===== src/rtl/fb_swap_scheduler.sv =====
// ============================================================================
// fb_swap_scheduler : ping-pong frame buffer sequencer (clear / draw / swap)
// Rev 1.0
// ============================================================================
`default_nettype none

module fb_swap_scheduler #(
  parameter int         FB_PIXELS   = 76800,
  parameter int         ADDR_W      = 20,
  parameter int         V_SWAP_LINE = 480,
  parameter logic [7:0] CLEAR_COLOR = 8'h00
) (
  input  logic              clk_i,
  input  logic              rst_ni,
  input  logic [9:0]        hc_i,
  input  logic [9:0]        vc_i,
  input  logic              gfx_req_i,
  input  logic [ADDR_W-1:0] gfx_addr_i,
  input  logic [7:0]        gfx_data_i,
  input  logic              gfx_frame_done_i,
  output logic              gfx_grant_o,
  output logic              frame_start_o,
  output logic              wr_en_o,
  output logic [ADDR_W-1:0] wr_addr_o,
  output logic [7:0]        wr_data_o,
  output logic              wr_bank_o,
  output logic              disp_bank_o,
  output logic              clearing_o,
  output logic [7:0]        dropped_frames_o
);

  typedef enum logic [1:0] {
    S_CLEAR     = 2'd0,
    S_DRAW      = 2'd1,
    S_WAIT_SWAP = 2'd2
  } state_e;

  localparam logic [ADDR_W-1:0] LAST_ADDR = ADDR_W'(FB_PIXELS - 1);
  localparam logic [ADDR_W-1:0] FB_LIMIT  = ADDR_W'(FB_PIXELS);
  localparam logic [9:0]        SWAP_LINE = 10'(V_SWAP_LINE);

  state_e            state_q, state_d;
  logic [ADDR_W-1:0] clr_cnt_q, clr_cnt_d;
  logic              disp_bank_q, disp_bank_d;
  logic              wr_en_q, wr_en_d;
  logic [ADDR_W-1:0] wr_addr_q, wr_addr_d;
  logic [7:0]        wr_data_q, wr_data_d;
  logic              frame_start_q, frame_start_d;
  logic [7:0]        dropped_q, dropped_d;

  logic swap_tick;
  logic grant;
  logic [7:0] dropped_inc;

  assign swap_tick   = (vc_i == SWAP_LINE) && (hc_i == 10'd0);
  assign grant       = (state_q == S_DRAW) && gfx_req_i;
  assign dropped_inc = (dropped_q == 8'hFF) ? dropped_q : dropped_q + 8'd1;

  always_comb begin
    state_d       = state_q;
    clr_cnt_d     = clr_cnt_q;
    disp_bank_d   = disp_bank_q;
    wr_en_d       = 1'b0;
    wr_addr_d     = wr_addr_q;
    wr_data_d     = wr_data_q;
    frame_start_d = 1'b0;
    dropped_d     = dropped_q;

    case (state_q)
      S_CLEAR: begin
        wr_en_d   = 1'b1;
        wr_addr_d = clr_cnt_q;
        wr_data_d = CLEAR_COLOR;
        if (clr_cnt_q == LAST_ADDR) begin
          clr_cnt_d     = '0;
          state_d       = S_DRAW;
          frame_start_d = 1'b1;
        end else begin
          clr_cnt_d = clr_cnt_q + ADDR_W'(1);
        end
        // Clear not finished by the swap point: old frame is shown again.
        if (swap_tick) dropped_d = dropped_inc;
      end

      S_DRAW: begin
        // Out-of-range addresses are accepted but never reach the memory.
        if (gfx_req_i && (gfx_addr_i < FB_LIMIT)) begin
          wr_en_d   = 1'b1;
          wr_addr_d = gfx_addr_i;
          wr_data_d = gfx_data_i;
        end
        if (gfx_frame_done_i && swap_tick) begin
          disp_bank_d = ~disp_bank_q;
          clr_cnt_d   = '0;
          state_d     = S_CLEAR;
        end else if (gfx_frame_done_i) begin
          state_d = S_WAIT_SWAP;
        end else if (swap_tick) begin
          dropped_d = dropped_inc;
        end
      end

      S_WAIT_SWAP: begin
        if (swap_tick) begin
          disp_bank_d = ~disp_bank_q;
          clr_cnt_d   = '0;
          state_d     = S_CLEAR;
        end
      end

      default: state_d = S_CLEAR;
    endcase
  end

  always_ff @(posedge clk_i or negedge rst_ni) begin
    if (!rst_ni) begin
      state_q       <= S_CLEAR;
      clr_cnt_q     <= '0;
      disp_bank_q   <= 1'b0;
      wr_en_q       <= 1'b0;
      wr_addr_q     <= '0;
      wr_data_q     <= 8'h00;
      frame_start_q <= 1'b0;
      dropped_q     <= 8'h00;
    end else begin
      state_q       <= state_d;
      clr_cnt_q     <= clr_cnt_d;
      disp_bank_q   <= disp_bank_d;
      wr_en_q       <= wr_en_d;
      wr_addr_q     <= wr_addr_d;
      wr_data_q     <= wr_data_d;
      frame_start_q <= frame_start_d;
      dropped_q     <= dropped_d;
    end
  end

  assign gfx_grant_o      = grant;
  assign frame_start_o    = frame_start_q;
  assign wr_en_o          = wr_en_q;
  assign wr_addr_o        = wr_addr_q;
  assign wr_data_o        = wr_data_q;
  assign wr_bank_o        = ~disp_bank_q;
  assign disp_bank_o      = disp_bank_q;
  assign clearing_o       = (state_q == S_CLEAR);
  assign dropped_frames_o = dropped_q;

endmodule

`default_nettype wire

===== config.mk =====
export PLATFORM = sky130hd
export DESIGN_NAME = fb_swap_scheduler
export DESIGN_NICKNAME = d
export VERILOG_FILES = /design/src/rtl/fb_swap_scheduler.sv
export SDC_FILE = /design/constraint.sdc
export NUM_CORES = 1
export LEC_CHECK = 0
export ABC_CLOCK_PERIOD_IN_PS = 3150
export BUFFER_PORTS_ARGS = -buffer_cell sky130_fd_sc_hd__buf_2
export CAP_MARGIN = 20
export CORE_MARGIN = 5
export CORE_UTILIZATION = 40
export CTS_CLUSTER_SIZE = 14
export DETAILED_ROUTE_END_ITERATION = 7
export PLACE_DENSITY = 0.69
export RECOVER_POWER = 25
export SLEW_MARGIN = 20
export SYNTH_ARGS = -nofsm -noshare
export SYNTH_HDL_FRONTEND = slang
export SYNTH_SLANG_ARGS = --single-unit

===== constraint.sdc =====
create_clock -name clk_i -period 3.15 [get_ports clk_i]
set_input_delay 0.4725 -clock clk_i [delete_from_list [all_inputs] [get_ports clk_i]]
set_output_delay 0.4725 -clock clk_i [all_outputs]
set_load 0.05 [all_outputs]

==> metrics.cfg, run 1 <==
[cts]
post_cts_buffers=0
ctsResizeCount=0
tritoncts=yes
numCtsBuffers=9
clock_path_buffers=2
ctsHoldBuffers=0
clk_pin_slew_ps=80
clk_latency_ps=340
cts-root-buf=clkbuf_8
h-tree-depth=3
cts.sink_count=61

[detailed_routing]
wl_per_cell_um=14.9
remaining_drc_errors=0
drtIter0Drc=167
dr.pass1.iters=5
vias=2684
avgViaCountPerCell=5.27
drt_wl_total_um=7580
antenna_left=0

[logic_synthesis]
synthArstFlopShare_pct=100
postSynthCellCount=310
avgSynthCellArea_um2=10.2
synth_area_leaders=dfrtp_1, mux2i_1, o21ai_0
yosys_warnings=0
yosys.area.top_type=dfrtp_1
synth_cell_types=43
synth_edf_count=0
syn_nets=368
synth-seq-cells=61
synth_commonest_cells=dfrtp_1, nand2_1, o21ai_0
synth_top_area_share_pct=48.5
syn-cell-area_mm2=0.00315
synth_ff_type=dfrtp_1
yosys.cell_count.top_type=dfrtp_1
synth_seq_area_share_pct=48.5

[run_status]
status=complete, but fails checks
violations=max-capacitance violations, max-slew violations

[sta]
hold_violations=0
slew_violations=45
tns_ps=0
worst_slew_pin_slew_ps=2380
rsz0062_at_grt=false
fmax_mhz=407
period_minus_slack_ps=2450
setup_violations=0
finalClockSkew_ps=10.6
finalCritPeriodShare_pct=77.9
slew_headroom_pct=-58.6

[hold_path]
min_path_type=in -> reg

[floorplanning]
initial_core_util_pct=40.9
fp.coreArea_mm2=0.00769
die_w_um=98.7
io_pins=94
placementRows=32
die_h_um=98.7
dieArea_mm2=0.00974

[placed_design]
port_buffers=93
place_congestion=0.812
dpl.hpwl_um=5730
dp_cells=493

[layout]
final_cells=509
area_delta_synth_final_pct=25.0
n_antenna_cell=0
drive_gt1_share_pct=30.0
nets=460

[global_routing]
overflow=0
grtUsageTotal_pct=16.1
grt_pass1_vias=2674
antenna_found_initial=0
grt_max_degree=49
grt_pass1_wl_um=12700

[worst_setup_path]
rr_endpoint=clr_cnt_q[17]
worstSetupPathType=reg -> reg
worstSetupStartpointType=flip-flop
r2r-start=clr_cnt_q[0]
crit_path_start=clr_cnt_q[0]
cp.arrival_ps=2670
r2r_cells=7
worstSetupEndpointType=flip-flop
crit_path_max_fanout=18
setup.worst_path.end=clr_cnt_q[17]
reg2reg_slack_ps=700
required_ps=3370

[power]
swShare_pct=39.5
switching_power_mw=1.14
p_leak_nw=1.90
power.internal_mw=1.74
p_per_area_mw_per_mm2=729
sequentialPowerShare_pct=38.1
pwr-share-clk_pct=29.6
p_comb_share_pct=32.3
vdd_ir_drop_max_uv=257

[job]
maxCapViolations=1

==> power by group through the flow <==
stage | Combinational (mW) | Sequential (mW) | Clock, mW
final | 0.926 | 1.09 | 0.850
after global routing | 1.01 | 1.12 | 0.908
after CTS | 0.932 | 1.09 | 0.873
after detailed placement | 0.931 | 1.11 | 0
after global placement | 0.914 | 1.10 | 0
after floorplan | 0.471 | 1.34 | 0
==> metal layers <==
metal  track usage, %  vias to the layer above  share of wire (%)  routed length, µm
met1             20.7                     1290                 44               3330
met4             6.20                        0               0.63                 48
li1                 -                     1318                  -                  -
met2             26.3                       72                 50               3760
met5                0                        -                  0                  0
met3             3.96                        4                6.0                452
==> final cells by class <==
cell class	instances	area [µm²]
Clock buffer	9	124
Clock inverter	7	123
Fill cell	732	3750
Inverter	9	33.8
Multi-Input combinational cell	223	1500
Sequential cell	61	1530
Tap cell	102	128
Timing Repair Buffer	98	502
==> placed cells by master (no fill, tap or decap), types with 3 or more instances in the layout <==
cell type	count
and2_1	4
buf_2	92
a22o_1	8
buf_4	5
and2b_1	4
mux2i_1	21
a21o_1	5
o21ai_0	30
a31oi_1	3
nand2_1	32
dfrtp_1	61
ha_1	6
nor3_1	3
o21ai_1	12
bufinv_16	3
a21oi_1	5
inv_1	9
nand4_1	8
nor2_1	12
o31ai_1	11
xnor2_1	7
nor4_1	5
nand3_1	13
and3_1	8
o41ai_1	3
clkbuf_8	9
==> how the worst min path moves through the flow <==
stage | start | endpoint | slack [ps] | cells past startpoint
final | gfx_data_i[1] | wr_data_o[1] | 350 | 2
after detailed placement | wr_addr_o[14] | wr_addr_o[14] | 470 | 2
after floorplan | rst_ni | clr_cnt_q[0] | 180 | 0
after global placement | wr_addr_o[10] | wr_addr_o[10] | 460 | 2
after global routing | gfx_data_i[5] | wr_data_o[5] | 330 | 2
after CTS | rst_ni | dropped_frames_o[0] | 310 | 1
==> critical path: stages, from the launching register on <==
cell and delay [ps]:
dfrtp_1 430, ha_1 270, and4_1 310, nand2_4 80
o41ai_4 370, a21o_1 530, nor4_1 160, a21o_1 190
==> registers in the layout, summed over array words and instances, names as in the netlist <==
signal,cells
clr_cnt_q,20
disp_bank_o,1
dropped_frames_o,8
frame_start_o,1
state_q,2
wr_addr_o,20
wr_data_o,8
wr_en_o,1
==> per-stage QoR <==
step	setup WS [ps]	utilization [%]	hold WS (ps)	power, mW	cell area [µm²]
global placement	817	48.0	460	2.01	3690
detailed placement	703	48.0	468	2.04	3690
floorplan	811	-	177	1.81	3150
finish	696	51.2	354	2.87	3940
CTS	722	51.2	315	2.90	3940
global route	414	51.2	334	3.05	3940
==> kinds of logic (layout without fill, tap and decap cells) <==
family / count (synthesis) / after routing / share of synthesized area (%)
AOI/OAI and AO/OA: 86 / 86 / 18.5
xor gates and xnor gates: 8 / 8 / 2.23
adders and majority gates: 6 / 6 / 2.39
buffers and inverters: 26 / 123 / 4.21
DFF: 61 / 61 / 48.5
muxes: 22 / 22 / 7.04
and+or+nand+nor: 101 / 101 / 17.2
Note: power is estimated with default switching activity, not from simulation.
==> inputs of run 2 (changes only) <==
--- a/config.mk
+++ b/config.mk
@@ -5,14 +5,14 @@
 export SDC_FILE = /design/constraint.sdc
 export NUM_CORES = 1
 export LEC_CHECK = 0
-export ABC_CLOCK_PERIOD_IN_PS = 3150
+export ABC_CLOCK_PERIOD_IN_PS = 2200
 export BUFFER_PORTS_ARGS = -buffer_cell sky130_fd_sc_hd__buf_2
 export CAP_MARGIN = 20
 export CORE_MARGIN = 5
 export CORE_UTILIZATION = 40
 export CTS_CLUSTER_SIZE = 14
 export DETAILED_ROUTE_END_ITERATION = 7
-export PLACE_DENSITY = 0.69
+export PLACE_DENSITY = 0.71
 export RECOVER_POWER = 25
 export SLEW_MARGIN = 20
 export SYNTH_ARGS = -nofsm -noshare
==> constraint.sdc (replaced) <==
create_clock -name clk_i -period 2.2 [get_ports clk_i]
set_input_delay 0.33 -clock clk_i [delete_from_list [all_inputs] [get_ports clk_i]]
set_output_delay 0.33 -clock clk_i [all_outputs]
set_load 0.05 [all_outputs]
==> run 2 against run 1 <==
  * The flow now finishes without violations
  * Worst hold slack worse by 130 ps
  * Flip-flop and latch count is the same
  * Die area unchanged
  * Count of clock-buffer cells in the layout up 1
  * Via count increased by 4.4%
  * Clock power rose by 17%
  * Combinational power increased by 68%
  * Non-clock buffer count up 19
==> metrics.cfg, run 2 (synthesis results as in run 1) <==
[layout]
n_antenna_cell=0
area_delta_synth_final_pct=28.9
layout_common_cells=buf_2, dfrtp_1, nand2_1, o21ai_0
nets=479
drive_gt1_share_pct=34.0
final_common_cell=buf_2
final_cells=528

[floorplanning]
placementRows=32
die_w_um=98.7
dieArea_mm2=0.00974
fp.coreArea_mm2=0.00769
io_pins=94
die_h_um=98.7
initial_core_util_pct=40.9

[worst_setup_path]
worstSetupStartpointType=flip-flop
rr_endpoint=clr_cnt_q[9]
crit_path_max_fanout=9
worstSetupEndpointType=flip-flop
max_stage_delay_ps=430
critPathBufInv=1
required_ps=2420
cp.arrival_ps=2250
r2r_cells=5
r2r-start=state_q[0]
reg2reg_slack_ps=180
cp_top_family=compound AO/OA/AOI/OAI gates
path_cells=ha_1 -> a2111o_1 -> a21o_1 -> buf_4 -> o41ai_1
worstSetupPathType=reg -> reg
crit_path_top_delay_cell=a2111o_1

[cts]
post_cts_buffers=0
clock_path_buffers=2
numCtsBuffers=9
tritoncts=yes
cts.sink_count=61
clk_latency_ps=340
cts-root-buf=clkbuf_8
clk_pin_slew_ps=70
h-tree-depth=3

[sta]
hold_violations=0
setup_violations=0
fin_ws_ps=176
slew_violations=0
tns_ps=0
finalClockSkew_ps=9.61
worst_slew_pin_slew_ps=1350
period_minus_slack_ps=2020
finalCritPeriodShare_pct=92.0
rsz0062_at_grt=false
fmax_mhz=494
slew_headroom_pct=9.96

[placed_design]
place_congestion=0.799
dp_cells=511
dpl.hpwl_um=5920
pre_cts_ws_ps=27.4
port_buffers=93

[global_routing]
grtUsageTotal_pct=16.6
grt_max_degree=62
grt_pass1_wl_um=13200
antenna_found_initial=0
grt_pass1_vias=2872
overflow=0

[detailed_routing]
vias=2802
dr.pass1.iters=5
remaining_drc_errors=0
avgViaCountPerCell=5.31
drtIter0Drc=184
drt_wl_total_um=7870
wl_per_cell_um=14.9
antenna_left=0

[run_status]
status=finished, final reports clean

[hold_path]
min_from=gfx_data_i[2]
hold_depth=2
hold_end=wr_data_o[2]
min_path_type=in -> reg

[power]
vdd_ir_drop_max_uv=337
p_leak_nw=1.97
total_power_mw=4.06
p_per_area_mw_per_mm2=1000

[job]
maxCapViolations=0

==> run 2: final cells by class <==
cell class,count,area (µm²)
Clock buffer,10,138
Clock inverter,6,62.6
Fill cell,703,3630
Inverter,9,33.8
Multi-Input combinational cell,223,1510
Sequential cell,61,1530
Tap cell,102,128
Timing Repair Buffer,117,658
==> run 2: per-layer routing <==
layer,track usage (%),up-vias,routed length [µm]
li1,-,1355,-
met1,21.8,1320,3550
met2,26.2,115,3620
met3,5.02,12,599
met4,5.57,0,98
met5,0,-,0
==> run 2: per-stage QoR <==
stage               hold slack [ps]  area, µm²  utilization [%]
CTS                             215       4060             52.8
global route                    204       4060             52.8
floorplan                      34.4       3150                -
finish                          227       4060             52.8
global placement                363       3850             50.1
detailed placement              363       3850             50.1
==> run 2: worst register-to-register path: cells and delay by family (launching register included) <==
family / cells / cell delay [ps]
DFF: 1 / 420
adders and majority gates: 1 / 330
buffers and inverters: 1 / 210
AOI/OAI and AO/OA: 3 / 960
==> run 2: worst max-delay path by stage <==
| stage | startpoint | endpoint | slack (ps) | cells past startpoint |
|---|---|---|---|---|
| floorplan | state_q[1] | wr_addr_o[17] | 30 | 11 |
| detailed placement | hc_i[0] | clr_cnt_q[17] | 30 | 7 |
| finish | state_q[0] | clr_cnt_q[9] | 180 | 5 |
| global placement | hc_i[0] | clr_cnt_q[17] | 70 | 7 |
| CTS | state_q[1] | clr_cnt_q[17] | 100 | 6 |
| global route | clr_cnt_q[17] | clr_cnt_q[5] | 2 | 7 |
==> run 2: power by group <==
| group | total, mW | switching (mW) | internal, mW |
|---|---|---|---|
| combinational | 1.56 | 1.05 | 0.511 |
| clock | 0.996 | 0.447 | 0.549 |
| sequential | 1.51 | 0.163 | 1.34 |
==> run 2: repair_timing <==
action	CTS	global route
hold buffers	1	0
hold endpoints to repair	13	0
gates resized for setup	0	3
endpoints found under the setup margin	0	11
==> inputs of run 3 (changes only) <==
--- a/config.mk
+++ b/config.mk
@@ -9,10 +9,9 @@
 export BUFFER_PORTS_ARGS = -buffer_cell sky130_fd_sc_hd__buf_2
 export CAP_MARGIN = 20
 export CORE_MARGIN = 5
-export CORE_UTILIZATION = 40
-export CTS_CLUSTER_SIZE = 14
+export CORE_UTILIZATION = 47
 export DETAILED_ROUTE_END_ITERATION = 7
-export PLACE_DENSITY = 0.71
+export PLACE_DENSITY = 0.77
 export RECOVER_POWER = 25
 export SLEW_MARGIN = 20
 export SYNTH_ARGS = -nofsm -noshare
==> run 3 against run 2 <==
  * Critical path type unchanged
  * Non-clock buffer count unchanged
  * Maximum frequency up 0.59%
  * Largest power group unchanged
  * The flow now finishes with violations (max-capacitance violations, max-slew violations)
  * Clock power up 4%
  * Worst hold slack worse by 17 ps
  * Sequential share of layout area unchanged
  * Utilization up 10 points
==> metrics.cfg, run 3 (synthesis results as in run 1) <==
[sta]
slew_violations=27
slew_headroom_pct=-7.13
setup_violations=0
period_minus_slack_ps=2010
finalClockSkew_ps=11.1
worst_slew_pin_slew_ps=1610
rsz0062_at_grt=false
hold_violations=0
finalCritPeriodShare_pct=91.5
tns_ps=0
fmax_mhz=497

[detailed_routing]
remaining_drc_errors=0
wl_per_cell_um=16.5
antenna_left=0
vias=2817
drt_wl_total_um=8310
dr.pass1.iters=4
drtIter0Drc=162
avgViaCountPerCell=5.59

[layout]
final_cells=504
fillers=521
nets=480
final_common_cell=buf_2
layout_common_cells=buf_2, dfrtp_1, nand2_1, o21ai_0, buf_4
area_delta_synth_final_pct=28.9
final_util_pct=63.1
n_antenna_cell=0
drive_gt1_share_pct=34.2

[hold_path]
min_path_type=in -> reg
hold_depth=2

[global_routing]
grt_pass1_vias=2752
overflow=0
grt_pass1_wl_um=13400
antenna_found_initial=0
grtUsageTotal_pct=19.9
grt_max_degree=49

[worst_setup_path]
cp.arrival_ps=2250
required_ps=2440
worstSetupStartpointType=flip-flop
crit_path_max_fanout=18
worstSetupEndpointType=flip-flop
r2r_cells=8
worstSetupPathType=reg -> reg

[placed_design]
dp_cells=486
dpl.hpwl_um=6110
place_congestion=0.901
port_buffers=93

[cts]
clk_latency_ps=340
tritoncts=yes
h-tree-depth=3
cts.sink_count=61
clock_path_buffers=2
cts-root-buf=clkbuf_8
clk_pin_slew_ps=80
numCtsBuffers=9

[floorplanning]
fp.coreArea_mm2=0.00642
placementRows=29
initial_core_util_pct=49.0
dieArea_mm2=0.00843
die_w_um=91.8
die_h_um=91.8
io_pins=94

[power]
total_power_mw=4.14
vdd_ir_drop_max_uv=531
p_leak_nw=1.98
p_per_area_mw_per_mm2=1020

[run_status]
violations=max-capacitance violations, max-slew violations
status=complete, but fails checks

[job]
maxCapViolations=1

[run 3: changes by cell type in the layout (fill, tap and decap cells not counted), moves of 2 or more]
cell,before,now
inv_6,0,2
buf_2,94,92
clkinv_4,0,2
clkinvlp_4,3,0
[run 3: cell type report]
type                    count  area [µm²]  area share, %
flip-flops and latches     61        1530           37.6
inverters                   9        33.8          0.833
well taps                  77        96.3           2.38
clock buffers              10         138           3.39
repair buffers            117         669           16.5
clock inverters             6        70.1           1.73
multi-input cells         224        1520           37.5
[run 3: path summary, 6_finish.rpt]
check	start	end	slack, ps
min in group asynchronous	rst_ni	wr_addr_o[0]	380
max	clr_cnt_q[18]	clr_cnt_q[17]	190
max in group asynchronous	rst_ni	clr_cnt_q[10]	880
min reg2reg	wr_addr_o[5]	wr_addr_o[5]	480
max reg2reg	clr_cnt_q[18]	clr_cnt_q[17]	190
min	gfx_data_i[5]	wr_data_o[5]	210
[run 3: timing repair]
item | in CTS | in global routing
buffers inserted | 0 | 1
endpoints found under the setup margin | 0 | 43
hold buffers | 0 | 0
resized for setup | 0 | 4
[run 3: through the flow]
step,setup WS (ps),cell area [µm²],hold slack [ps]
after floorplan,28.6,3150,34.4
after global placement,88.3,3820,382
after detailed placement,57.1,3820,404
after CTS,69.3,4030,21.9
after global routing,25.6,4060,200
final,188,4060,209
[run 3: power breakdown]
group	internal, mW	switching [mW]	leakage (nW)
sequential	1.34	0.160	0.824
clock	0.563	0.472	0.107
combinational	0.519	1.08	1.05
[run 3: routing by layer]
metal,global-route usage [%],vias to the layer above,part of all wire (%)
li1,-,1358,-
met4,7.18,0,1.8
met5,0,-,0
met3,5.73,12,6.9
met1,25.1,1345,42
met2,32.8,102,50
[run 3: critical path, stage by stage (launching register included)]
cell	delay, ps
dfrtp_1	430
nor4_1	250
nand3_1	190
o41ai_4	370
buf_4	170
a21o_1	120
buf_12	160
nor4_1	60
a21o_1	150
